$ cat src/rtl/pipe_pkg.sv
// Shared ID/EX pipeline definitions: control-bundle width, decoder bit
// positions and the register-match helper used by the load-use detector.
package pipe_pkg;

   localparam int CTRL_W = 20;
   localparam int REG_W  = 5;
   localparam int DATA_W = 32;
   localparam int CNT_W  = 16;

   localparam int ALUOP_LSB    = 0;
   localparam int ALUOP_MSB    = 3;
   localparam int SHIFT_BIT    = 4;
   localparam int ZERO_EXT_BIT = 5;
   localparam int ALUSRC_BIT   = 6;
   localparam int REGDST_BIT   = 7;
   localparam int REGWRITE_BIT = 8;
   localparam int JUMP_BIT     = 9;
   localparam int BEQ_BIT      = 10;
   localparam int BNE_BIT      = 11;
   localparam int MEMREAD_BIT  = 12;
   localparam int MEMWRITE_BIT = 13;
   localparam int JAL_BIT      = 14;
   localparam int JR_BIT       = 15;
   localparam int SYSCALL_BIT  = 16;
   localparam int BLTZ_BIT     = 17;
   localparam int LH_BIT       = 18;
   localparam int RBVALID_BIT  = 19;

   // $0 is hard-wired, so a pending write to it can never create a hazard
   function automatic logic reg_match(input logic [REG_W-1:0] wnum,
                                      input logic [REG_W-1:0] rnum,
                                      input logic             rvalid);
      return rvalid && (wnum == rnum) && (wnum != 5'd0);
   endfunction

endpackage

$ cat src/rtl/hazard_detect.sv
// Load-use hazard detector: raises stall when the load in EX targets a
// register the ID instruction reads; a taken branch/jump overrides it.
module hazard_detect
   import pipe_pkg::*;
(
   input  logic [CTRL_W-1:0] ex_ctrl,
   input  logic [REG_W-1:0]  ex_wnum,
   input  logic              id_ra_valid,
   input  logic [REG_W-1:0]  id_ra_num,
   input  logic              id_rb_valid,
   input  logic [REG_W-1:0]  id_rb_num,
   input  logic              flush,
   output logic              stall
);

   // Combinational load-use compare against both source operands
   always_comb begin
      stall = 1'b0;
      if (flush) begin
         stall = 1'b0;
      end else if (ex_ctrl[MEMREAD_BIT]) begin
         stall = reg_match(ex_wnum, id_ra_num, id_ra_valid) |
                 reg_match(ex_wnum, id_rb_num, id_rb_valid);
      end else begin
         stall = 1'b0;
      end
   end

endmodule

$ cat src/rtl/id_ex_stage.sv
// ID/EX pipeline register with load-use stall generation, flush/stall
// bubble insertion and saturating-free (wrapping) bubble counters.
module id_ex_stage
   import pipe_pkg::*;
(
   input  logic              clk,
   input  logic              rst,
   input  logic              en,
   input  logic [CTRL_W-1:0] id_ctrl,
   input  logic [DATA_W-1:0] id_pc,
   input  logic [REG_W-1:0]  id_ra_num,
   input  logic [REG_W-1:0]  id_rb_num,
   input  logic              id_ra_valid,
   input  logic [DATA_W-1:0] id_ra_data,
   input  logic [DATA_W-1:0] id_rb_data,
   input  logic [DATA_W-1:0] id_imm,
   input  logic [REG_W-1:0]  id_shamt,
   input  logic [REG_W-1:0]  id_wnum,
   input  logic              flush,
   output logic              stall,
   output logic [CTRL_W-1:0] ex_ctrl,
   output logic [DATA_W-1:0] ex_pc,
   output logic [REG_W-1:0]  ex_ra_num,
   output logic [REG_W-1:0]  ex_rb_num,
   output logic [DATA_W-1:0] ex_ra_data,
   output logic [DATA_W-1:0] ex_rb_data,
   output logic [DATA_W-1:0] ex_imm,
   output logic [REG_W-1:0]  ex_shamt,
   output logic [REG_W-1:0]  ex_wnum,
   output logic [CNT_W-1:0]  loaduse_cnt,
   output logic [CNT_W-1:0]  flush_cnt
);

   logic bubble_s;

   hazard_detect u_hazard_detect (
      .ex_ctrl     (ex_ctrl),
      .ex_wnum     (ex_wnum),
      .id_ra_valid (id_ra_valid),
      .id_ra_num   (id_ra_num),
      .id_rb_valid (id_ctrl[RBVALID_BIT]),
      .id_rb_num   (id_rb_num),
      .flush       (flush),
      .stall       (stall)
   );

   assign bubble_s = flush | stall;

   // EX register bank: bubbles zero only ctrl and wnum, data always loads
   always_ff @(posedge clk or posedge rst) begin
      if (rst) begin
         ex_ctrl     <= '0;
         ex_pc       <= 32'd0;
         ex_ra_num   <= 5'd0;
         ex_rb_num   <= 5'd0;
         ex_ra_data  <= 32'd0;
         ex_rb_data  <= 32'd0;
         ex_imm      <= 32'd0;
         ex_shamt    <= 5'd0;
         ex_wnum     <= 5'd0;
         loaduse_cnt <= 16'd0;
         flush_cnt   <= 16'd0;
      end else if (en) begin
         ex_pc      <= id_pc;
         ex_ra_num  <= id_ra_num;
         ex_rb_num  <= id_rb_num;
         ex_ra_data <= id_ra_data;
         ex_rb_data <= id_rb_data;
         ex_imm     <= id_imm;
         ex_shamt   <= id_shamt;
         if (bubble_s) begin
            ex_ctrl <= '0;
            ex_wnum <= 5'd0;
         end else begin
            ex_ctrl <= id_ctrl;
            ex_wnum <= id_wnum;
         end
         // stall is already masked by flush, so only one counter moves
         if (flush) begin
            flush_cnt <= flush_cnt + 16'd1;
         end else if (stall) begin
            loaduse_cnt <= loaduse_cnt + 16'd1;
         end else begin
            flush_cnt <= flush_cnt;
         end
      end else begin
         ex_ctrl <= ex_ctrl;
      end
   end

endmodule

$ cat config.mk
export PLATFORM = sky130hd
export DESIGN_NAME = id_ex_stage
export DESIGN_NICKNAME = d
export VERILOG_FILES = /design/src/rtl/pipe_pkg.sv /design/src/rtl/hazard_detect.sv /design/src/rtl/id_ex_stage.sv
export SDC_FILE = /design/constraint.sdc
export NUM_CORES = 1
export LEC_CHECK = 0
export CORE_AREA = 2 2 145 147
export CTS_BUF_LIST = sky130_fd_sc_hd__clkbuf_8 sky130_fd_sc_hd__clkbuf_16
export DETAILED_ROUTE_END_ITERATION = 8
export DIE_AREA = 0 0 147 149
export PLACE_DENSITY = 0.76
export SYNTH_ARGS = -nofsm -noshare
export SYNTH_HDL_FRONTEND = slang
export SYNTH_SLANG_ARGS = --single-unit
$ cat constraint.sdc
create_clock -name clk -period 11.18 [get_ports clk]
set_input_delay 2.236 -clock clk [delete_from_list [all_inputs] [get_ports clk]]
set_output_delay 2.236 -clock clk [all_outputs]
set_load 0.1 [all_outputs]
Word level (Yosys, flattened, before mapping)
Cells that the tools add are included.
- input port bits: 173
- word-level logic and storage cells: 29
- register bits after elaboration: 200
- bitwise gates (word level): 3
- multiplexer cells: 4
- reduce and logical (&&, ||, !) cells: 7
- eq/ne operators: 2
- add/sub/neg operators: 2
- operators with widths (cell ; count):
    16-bit by 1-bit adder with 16-bit output, second input constant ; 2
    20-bit 2-to-1 mux ; 1
    5-bit equality test ; 2
    5-bit 2-to-1 mux ; 1
    5-bit nonzero test ; 1
    1-bit logical AND ; 4
    3-bit AND reduction ; 1
    1-bit 2-to-1 mux ; 2
    1-bit OR ; 2
    2-bit AND reduction ; 1
    1-bit NOT ; 1

Longest topological paths before layout
Gate-level depths: netlist of run 1.
- depth after elaboration: 8
- mapped depth: 6
- gate-level depth less buffers: 5

Cells and area by module
From an unflattened synthesis of run 1, not the netlist that was laid out.
- cells, all modules: 542
- area, all modules: 7860.0 µm²
- by module, submodules not included (module ; times used ; area an instance (µm²) ; cells each):
    id_ex_stage ; 1 ; 7726.2 ; 524
    hazard_detect ; 1 ; 133.9 ; 18

Worst setup path before layout of run 1
OpenSTA, ideal clock, no wires.
- path type: input -> output
- start point: input id_ra_num[1]
- end point: output stall
- arrival time: 5004 ps
- slack: 3940 ps
- cell stages on the path: 5
- path through: xnor2_1 nand4_1 o22a_1 buf_2 nor3_1
- word-level cells in the longest chain between the ends: 6
- ends and longest elaborated chain (item ; line ; RTL):
    from (decl) ; id_ex_stage.sv:11 ; input logic [REG_W-1:0] id_ra_num,
    5-bit equality test ; pipe_pkg.sv:33 ; return rvalid && (wnum == rnum) && (wnum != 5'd0);
    1-bit logical AND (2 in a row) ; pipe_pkg.sv:33 ;
    1-bit OR ; hazard_detect.sv:22 ; stall = reg_match(ex_wnum, id_ra_num, id_ra_valid) |
    1-bit 2-to-1 mux ; hazard_detect.sv:21 ; end else if (ex_ctrl[MEMREAD_BIT]) begin
    1-bit 2-to-1 mux ; hazard_detect.sv:19 ; if (flush) begin
    to (decl) ; id_ex_stage.sv:20 ; output logic stall,
No other way between the ends.

Worst setup path after layout of run 1
- start point: input id_ra_num[4]
- end point: output stall
Same word-level chain as after synthesis.

==> results of run 1 <==
Yosys cell counts, drive strengths merged (2+ instances only):
master,count,area (µm²)
nor3,6,30.0
inv,3,11.3
or4,2,18.8
nand2b,2,12.5
nor4,11,75.1
buf,10,56.3
dfrtp,200,5000
nor2,4,15.0
xor2,14,123
xnor2,26,228
and3,3,18.8
nand3,15,75.1
nand2,12,45.0
a22o,25,219
nand4,8,56.3
mux2,145,1630
ha,2,25.0
clkbuf,14,52.6
sequential cells by signal, indices dropped and copies added (netlist names), 16 cells and up:
| signal | cells |
|---|---|
| ex_imm | 32 |
| ex_pc | 32 |
| ex_ra_data | 32 |
| ex_rb_data | 32 |
| ex_ctrl | 20 |
| flush_cnt | 16 |
| loaduse_cnt | 16 |
routing by layer:
layer,vias to the layer above,wire length (µm),GRT usage (%)
met1,2734,8550,23.1
li1,2577,-,-
met3,25,1610,6.51
met4,0,374,5.63
met5,-,0,0
met2,221,9700,29.9
logic make-up after synthesis:
group | share of synthesized area [%]
buffers and inverters | 1.54
adders and majority gates | 0.321
and+or+nand+nor | 5.00
DFF | 64.3
xor gates and xnor gates | 4.50
muxes | 21.0
AOI/OAI and AO/OA | 3.42
placed cells by master, fill, tap and decap left out, types with 3 or more instances in the layout:
cell type / n
nand2_1: 12
and3_1: 3
nand4_1: 7
xor2_1: 14
xnor2_1: 26
nand3_1: 15
clkbuf_16: 17
dfrtp_1: 200
clkdlybuf4s50_1: 372
mux2_2: 145
inv_8: 4
nor3_1: 6
inv_6: 5
a22o_1: 25
nor4_1: 10
nor2_1: 4
power by group:
part	internal [µW]	total, µW	leakage (µW)	switching (µW)
clock network	320	609	0.000280	289
logic	232	856	0.00242	625
registers	792	837	0.00243	44.4
worst register-to-register path, cell delays in order (launching register included):
cell	delay [ns]
dfrtp_1	0.46
or4_4	0.59
o21a_1	0.24
a21oi_4	0.60
a22o_1	0.24
final timing paths:
path	to	slack, ns
max in group asynchronous	ex_pc[13]$_DFFE_PP0P_	7.37
min in group asynchronous	ex_ra_data[12]$_DFFE_PP0P_	2.40
worst max-delay path	stall	4.04
worst min-delay path	loaduse_cnt[15]$_DFFE_PP0P_	0.47
worst min register to register	loaduse_cnt[15]$_DFFE_PP0P_	0.47
worst max register to register	ex_ctrl[19]$_DFFE_PP0P_	8.99
through the flow:
step / hold slack [ns] / setup slack (ns) / cells / power (µW) / instance area, µm²
4_1_cts: 0.470 / 4.03 / 1170 / 2330 / 12400
5_1_grt: 0.495 / 3.91 / 1170 / 2380 / 12400
6_report: 0.466 / 4.04 / 1170 / 2300 / 12400
3_3_place_gp: 0.460 / 4.05 / 1139 / 1710 / 11800
2_1_floorplan: 1.04 / 3.49 / 513 / 1470 / 7790
3_5_place_dp: 0.457 / 4.04 / 1139 / 1710 / 11800
cell type report:
cell class              instances  share of cell area, %
multi-input cells             286                   21.6
flip-flops and latches        200                   40.5
clock inverters                13                   1.07
well taps                     275                   2.79
inverters                       3                  0.152
clock buffers                  18                   3.56
repair buffers                375                   30.4
==> reports/metrics.json, run 1 <==
{
  "worstMarginPinSlew_ns": 1.04,
  "share_of_final_layout_standard_cells_stronger_than_drive_strength_1_pct": 20.8,
  "avgRoutedWirePerCell_um": 17.3,
  "start_util_pct": 37.9,
  "final_net_count": 1058,
  "first_iter_violations": 137,
  "kind_of_critical_path": "primary input to output pin",
  "numClockSinks": 200,
  "multi_input_area_mm2": 0.00266,
  "synth_enable_flop_cells": 0,
  "power_density_mw_per_mm2": 186,
  "crit_path_end_kind": "output pin",
  "cp_top_family": "buffers and inverters",
  "antenna_cells_inserted": 0,
  "largest_clock_skew_in_the_final_design_ns": 0.0104,
  "period_share_pct": 63.9,
  "final_core_util_pct": 60.1,
  "maximum_number_of_pins_on_one_net_before_global_route_repair": 133,
  "synth_warnings": 0,
  "portBuffers": 373,
  "antenna_left": 0,
  "cp_cell_sequence": "clkdlybuf4s50_1 -> xnor2_1 -> nand4_1 -> o22a_1 -> nor3_1 -> clkdlybuf4s50_1",
  "whs_path_depth": 1,
  "synthDistinctLibCells": 34,
  "hold_buffers_post_cts": 0,
  "highest_ir_drop_seen_on_vdd_mv": 0.135,
  "hold_wc_startpoint": "loaduse_cnt[15]$_DFFE_PP0P_",
  "routabilityCongestion": 0.752,
  "cp_max_fo": 13,
  "worstPathBufferInverterCount": 2,
  "clkSlewWorstSetupHoldPaths_ns": 0.07,
  "number_of_cell_rows": 53,
  "power_leakage_uw": 0.00513,
  "drt_pre_antenna_iters": 4,
  "h-tree-depth": 4,
  "timing.final.setup_violations": 0,
  "drc": 0,
  "nFillCells": 1647,
  "crit_arrival_ns": 4.91,
  "hold_viol": 0,
  "ctsRootBufferMaster": "clkbuf_16",
  "synth_sequential_area_ratio_pct": 64.3,
  "hold_class": "flop to flop",
  "first_global_vias": 5792,
  "cts_inserted_buffers": 17,
  "final.min_clock_period_ns": 7.14,
  "max-slew-margin-rel_pct": 30.5,
  "timing.critical_path.depth": 6,
  "syn_area_mm2": 0.00779,
  "crit_slowest_cell": "clkdlybuf4s50_1",
  "dp_hpwl_mm": 14.6,
  "wire_length_of_the_first_global_routing_pass_mm": 31.7,
  "async_flop_share_pct": 100,
  "globalRouteOverflowTotal": 0,
  "synth.ff_latch_count": 200,
  "startpoint_type": "primary input",
  "final-max-slew-violation-count": 0,
  "regToRegStartpoint": "ex_wnum[1]$_DFFE_PP0P_",
  "area_delta_synth_final_pct": 58.6,
  "setup.worst_path.start": "id_ra_num[4]",
  "num_vias": 5557,
  "cts_buffer_depth": 2,
  "layout.area.seq_mm2": 0.00500,
  "grt_setup_unrepaired": "no",
  "die_width_um": 147,
  "mappedNetlistNets": 688,
  "status": "complete, no violations",
  "logic_depth_of_the_worst_register_to_register_path": 4,
  "routed_via_density": 4.75,
  "worst_skew_pair.late_latency_ns": 0.43,
  "cts-resized-gates": 0,
  "avgSynthCellArea_um2": 15.2,
  "netlist_instances": 513,
  "cts_tree": "yes",
  "chipHeight_um": 149,
  "dieArea_mm2": 0.0219,
  "core_area_mm2": 0.0206,
  "antenna_found_initial": 0,
  "fmax_mhz": 140,
  "drv_cap": 0,
  "synthFlopType": "dfrtp_1",
  "timing.critical_path.required_ns": 8.94,
  "grt_util_all_layers_pct": 18.3,
  "number_of_post_cts_setup_repair_buffers": 0,
  "routed_wl_mm": 20.2,
  "timing.critical_path.mode_cell": "clkdlybuf4s50_1",
  "floorplan.io_pins": 374,
  "cp_peak_stage_delay_ns": 1.18,
  "final.setup.tns_ns": 0
}
No activity file was read; power rests on OpenSTA's default activity.
==> inputs of run 2 (changes only) <==
CORE_AREA = unset   (was 2 2 145 147)
CORE_UTILIZATION = 37   (was unset)
DIE_AREA = unset   (was 0 0 147 149)
PLACE_DENSITY = 0.77   (was 0.76)
clock period = 6.1 ns   (was 11.18 ns; I/O delays follow)
==> run 2 against run 1 <==
  * Critical path depth is the same
  * Clock power grew 89%
  * Largest cell class unchanged
  * Clock skew shrank 0.00092 ns
  * Non-clock buffer count is the same
  * Total power grew 85%
  * Combinational power grew 83%
  * Sequential power grew 84%
  * Wire length grew 1.9%
  * Register-to-register slack lost 5.1 ns
  * Sequential cell count is the same
  * Critical endpoint unchanged
  * Final cell count shrank 0.43%
  * Design area grew 0.21%
==> reports/metrics.json, run 2 (synthesis results as in run 1) <==
{
  "status": "complete, no violations",
  "antenna_cells_inserted": 0,
  "ctsRootBufferMaster": "clkbuf_16",
  "h-tree-depth": 4,
  "highest_count_cells_in_the_layout_ignoring_fill_and_taps": "clkdlybuf4s50_1 (371), dfrtp_1 (200), mux2_2 (145)",
  "hold_viol": 0,
  "antenna_found_initial": 0,
  "chipHeight_um": 147,
  "hold_buffers_post_cts": 0,
  "largest_clock_skew_in_the_final_design_ns": 0.00952,
  "kind_of_critical_path": "primary input to output pin",
  "final_net_count": 1058,
  "core_area_mm2": 0.0204,
  "routabilityCongestion": 0.795,
  "area_delta_synth_final_pct": 58.9,
  "regToRegStartpoint": "ex_wnum[4]$_DFFE_PP0P_",
  "crit_arrival_ns": 3.13,
  "worstPathBufferInverterCount": 2,
  "drt_pre_antenna_iters": 5,
  "antenna_left": 0,
  "timing.final.setup_violations": 0,
  "crit_path_end_kind": "output pin",
  "period_share_pct": 71.2,
  "number_of_post_cts_setup_repair_buffers": 0,
  "first_iter_violations": 265,
  "routed_wl_mm": 20.6,
  "setup.reg_to_reg.worst_slack_ns": 3.87,
  "fin_worst_hold_slack_ns": 0.473,
  "maximum_number_of_pins_on_one_net_before_global_route_repair": 201,
  "start_util_pct": 38.1,
  "cp_peak_stage_delay_ns": 0.44,
  "timing.critical_path.required_ns": 4.88,
  "numClockSinks": 200,
  "globalRouteOverflowTotal": 0,
  "power_leakage_uw": 0.00514,
  "final.setup.tns_ns": 0,
  "portBuffers": 373,
  "hold_class": "flop to flop",
  "highest_ir_drop_seen_on_vdd_mv": 0.205,
  "first_global_vias": 5866,
  "crit_slowest_cell": "o22a_1",
  "cts-resized-gates": 0,
  "cp_top_family": "buffers and inverters",
  "worst_r2r_endpoint": "loaduse_cnt[1]$_DFFE_PP0P_",
  "startpoint_type": "primary input",
  "max-slew-margin-rel_pct": 23.3,
  "avgRoutedWirePerCell_um": 17.7,
  "dieArea_mm2": 0.0216,
  "cts_inserted_buffers": 17,
  "hold_wc_startpoint": "flush_cnt[15]$_DFFE_PP0P_",
  "share_of_final_layout_standard_cells_stronger_than_drive_strength_1_pct": 20.9,
  "floorplan.io_pins": 374,
  "final-max-slew-violation-count": 0,
  "grt_util_all_layers_pct": 19.2,
  "worst_skew_pair.late_latency_ns": 0.42,
  "die_width_um": 147,
  "wire_length_of_the_first_global_routing_pass_mm": 32.2,
  "grt_setup_unrepaired": "no",
  "worstMarginPinSlew_ns": 1.15,
  "dp_hpwl_mm": 14.9,
  "fmax_mhz": 230,
  "cp_max_fo": 13,
  "clkSlewWorstSetupHoldPaths_ns": 0.07,
  "final_common_cell": "clkdlybuf4s50_1",
  "logic_depth_of_the_worst_register_to_register_path": 5,
  "drv_cap": 0,
  "cts_buffer_depth": 2,
  "final_core_util_pct": 60.6,
  "drc": 0,
  "final.min_clock_period_ns": 4.35,
  "cp_cell_sequence": "clkdlybuf4s50_1 -> xnor2_1 -> nand4_1 -> o22a_1 -> nor3_1 -> buf_4",
  "whs_path_depth": 1,
  "cts_tree": "yes",
  "num_vias": 5612,
  "number_of_cell_rows": 52,
  "routed_via_density": 4.82,
  "hold_path_end": "flush_cnt[15]$_DFFE_PP0P_",
  "power_density_mw_per_mm2": 344
}
[run 2: worst max-delay path by stage]
stage	start	end	cells past startpoint
final	id_ra_num[4]	stall	6
after global routing	id_ra_num[4]	stall	6
after CTS	id_ra_num[4]	stall	6
after detailed placement	id_ra_num[4]	stall	6
after global placement	id_ra_num[4]	stall	6
after floorplan	id_ra_num[1]	stall	5
[run 2: power by group]
part	internal, µW	total, µW	switching (µW)	leakage (µW)
Clock	628	1150	522	0.000294
Sequential	1450	1540	84.2	0.00243
Combinational	425	1570	1150	0.00242
Total	2510	4260	1750	0.00514
[run 2: final cells by class]
class / count / area (µm²)
Tap cell: 270 / 338
Clock inverter: 13 / 159
Clock buffer: 18 / 439
Inverter: 3 / 15.0
Fill cell: 1662 / 8050
Sequential cell: 200 / 5000
Timing Repair Buffer: 375 / 3760
Multi-Input combinational cell: 286 / 2660
[run 2: per-layer routing]
| layer | part of all wire [%] | global-route usage, % |
|---|---|---|
| met1 | 41 | 23.5 |
| met2 | 50 | 32.6 |
| met3 | 7.3 | 5.50 |
| met4 | 1.9 | 6.60 |
| met5 | 0 | 0 |
[run 2: stage by stage]
step | cell area, µm² | total power, µW | setup WS [ns] | std cells
2_1_floorplan | 7790 | 2690 | 0.892 | 513
3_3_place_gp | 11800 | 3130 | 1.77 | 1134
3_5_place_dp | 11800 | 3140 | 1.79 | 1134
4_1_cts | 12400 | 4310 | 1.78 | 1165
5_1_grt | 12400 | 4420 | 1.68 | 1165
6_report | 12400 | 4260 | 1.75 | 1165
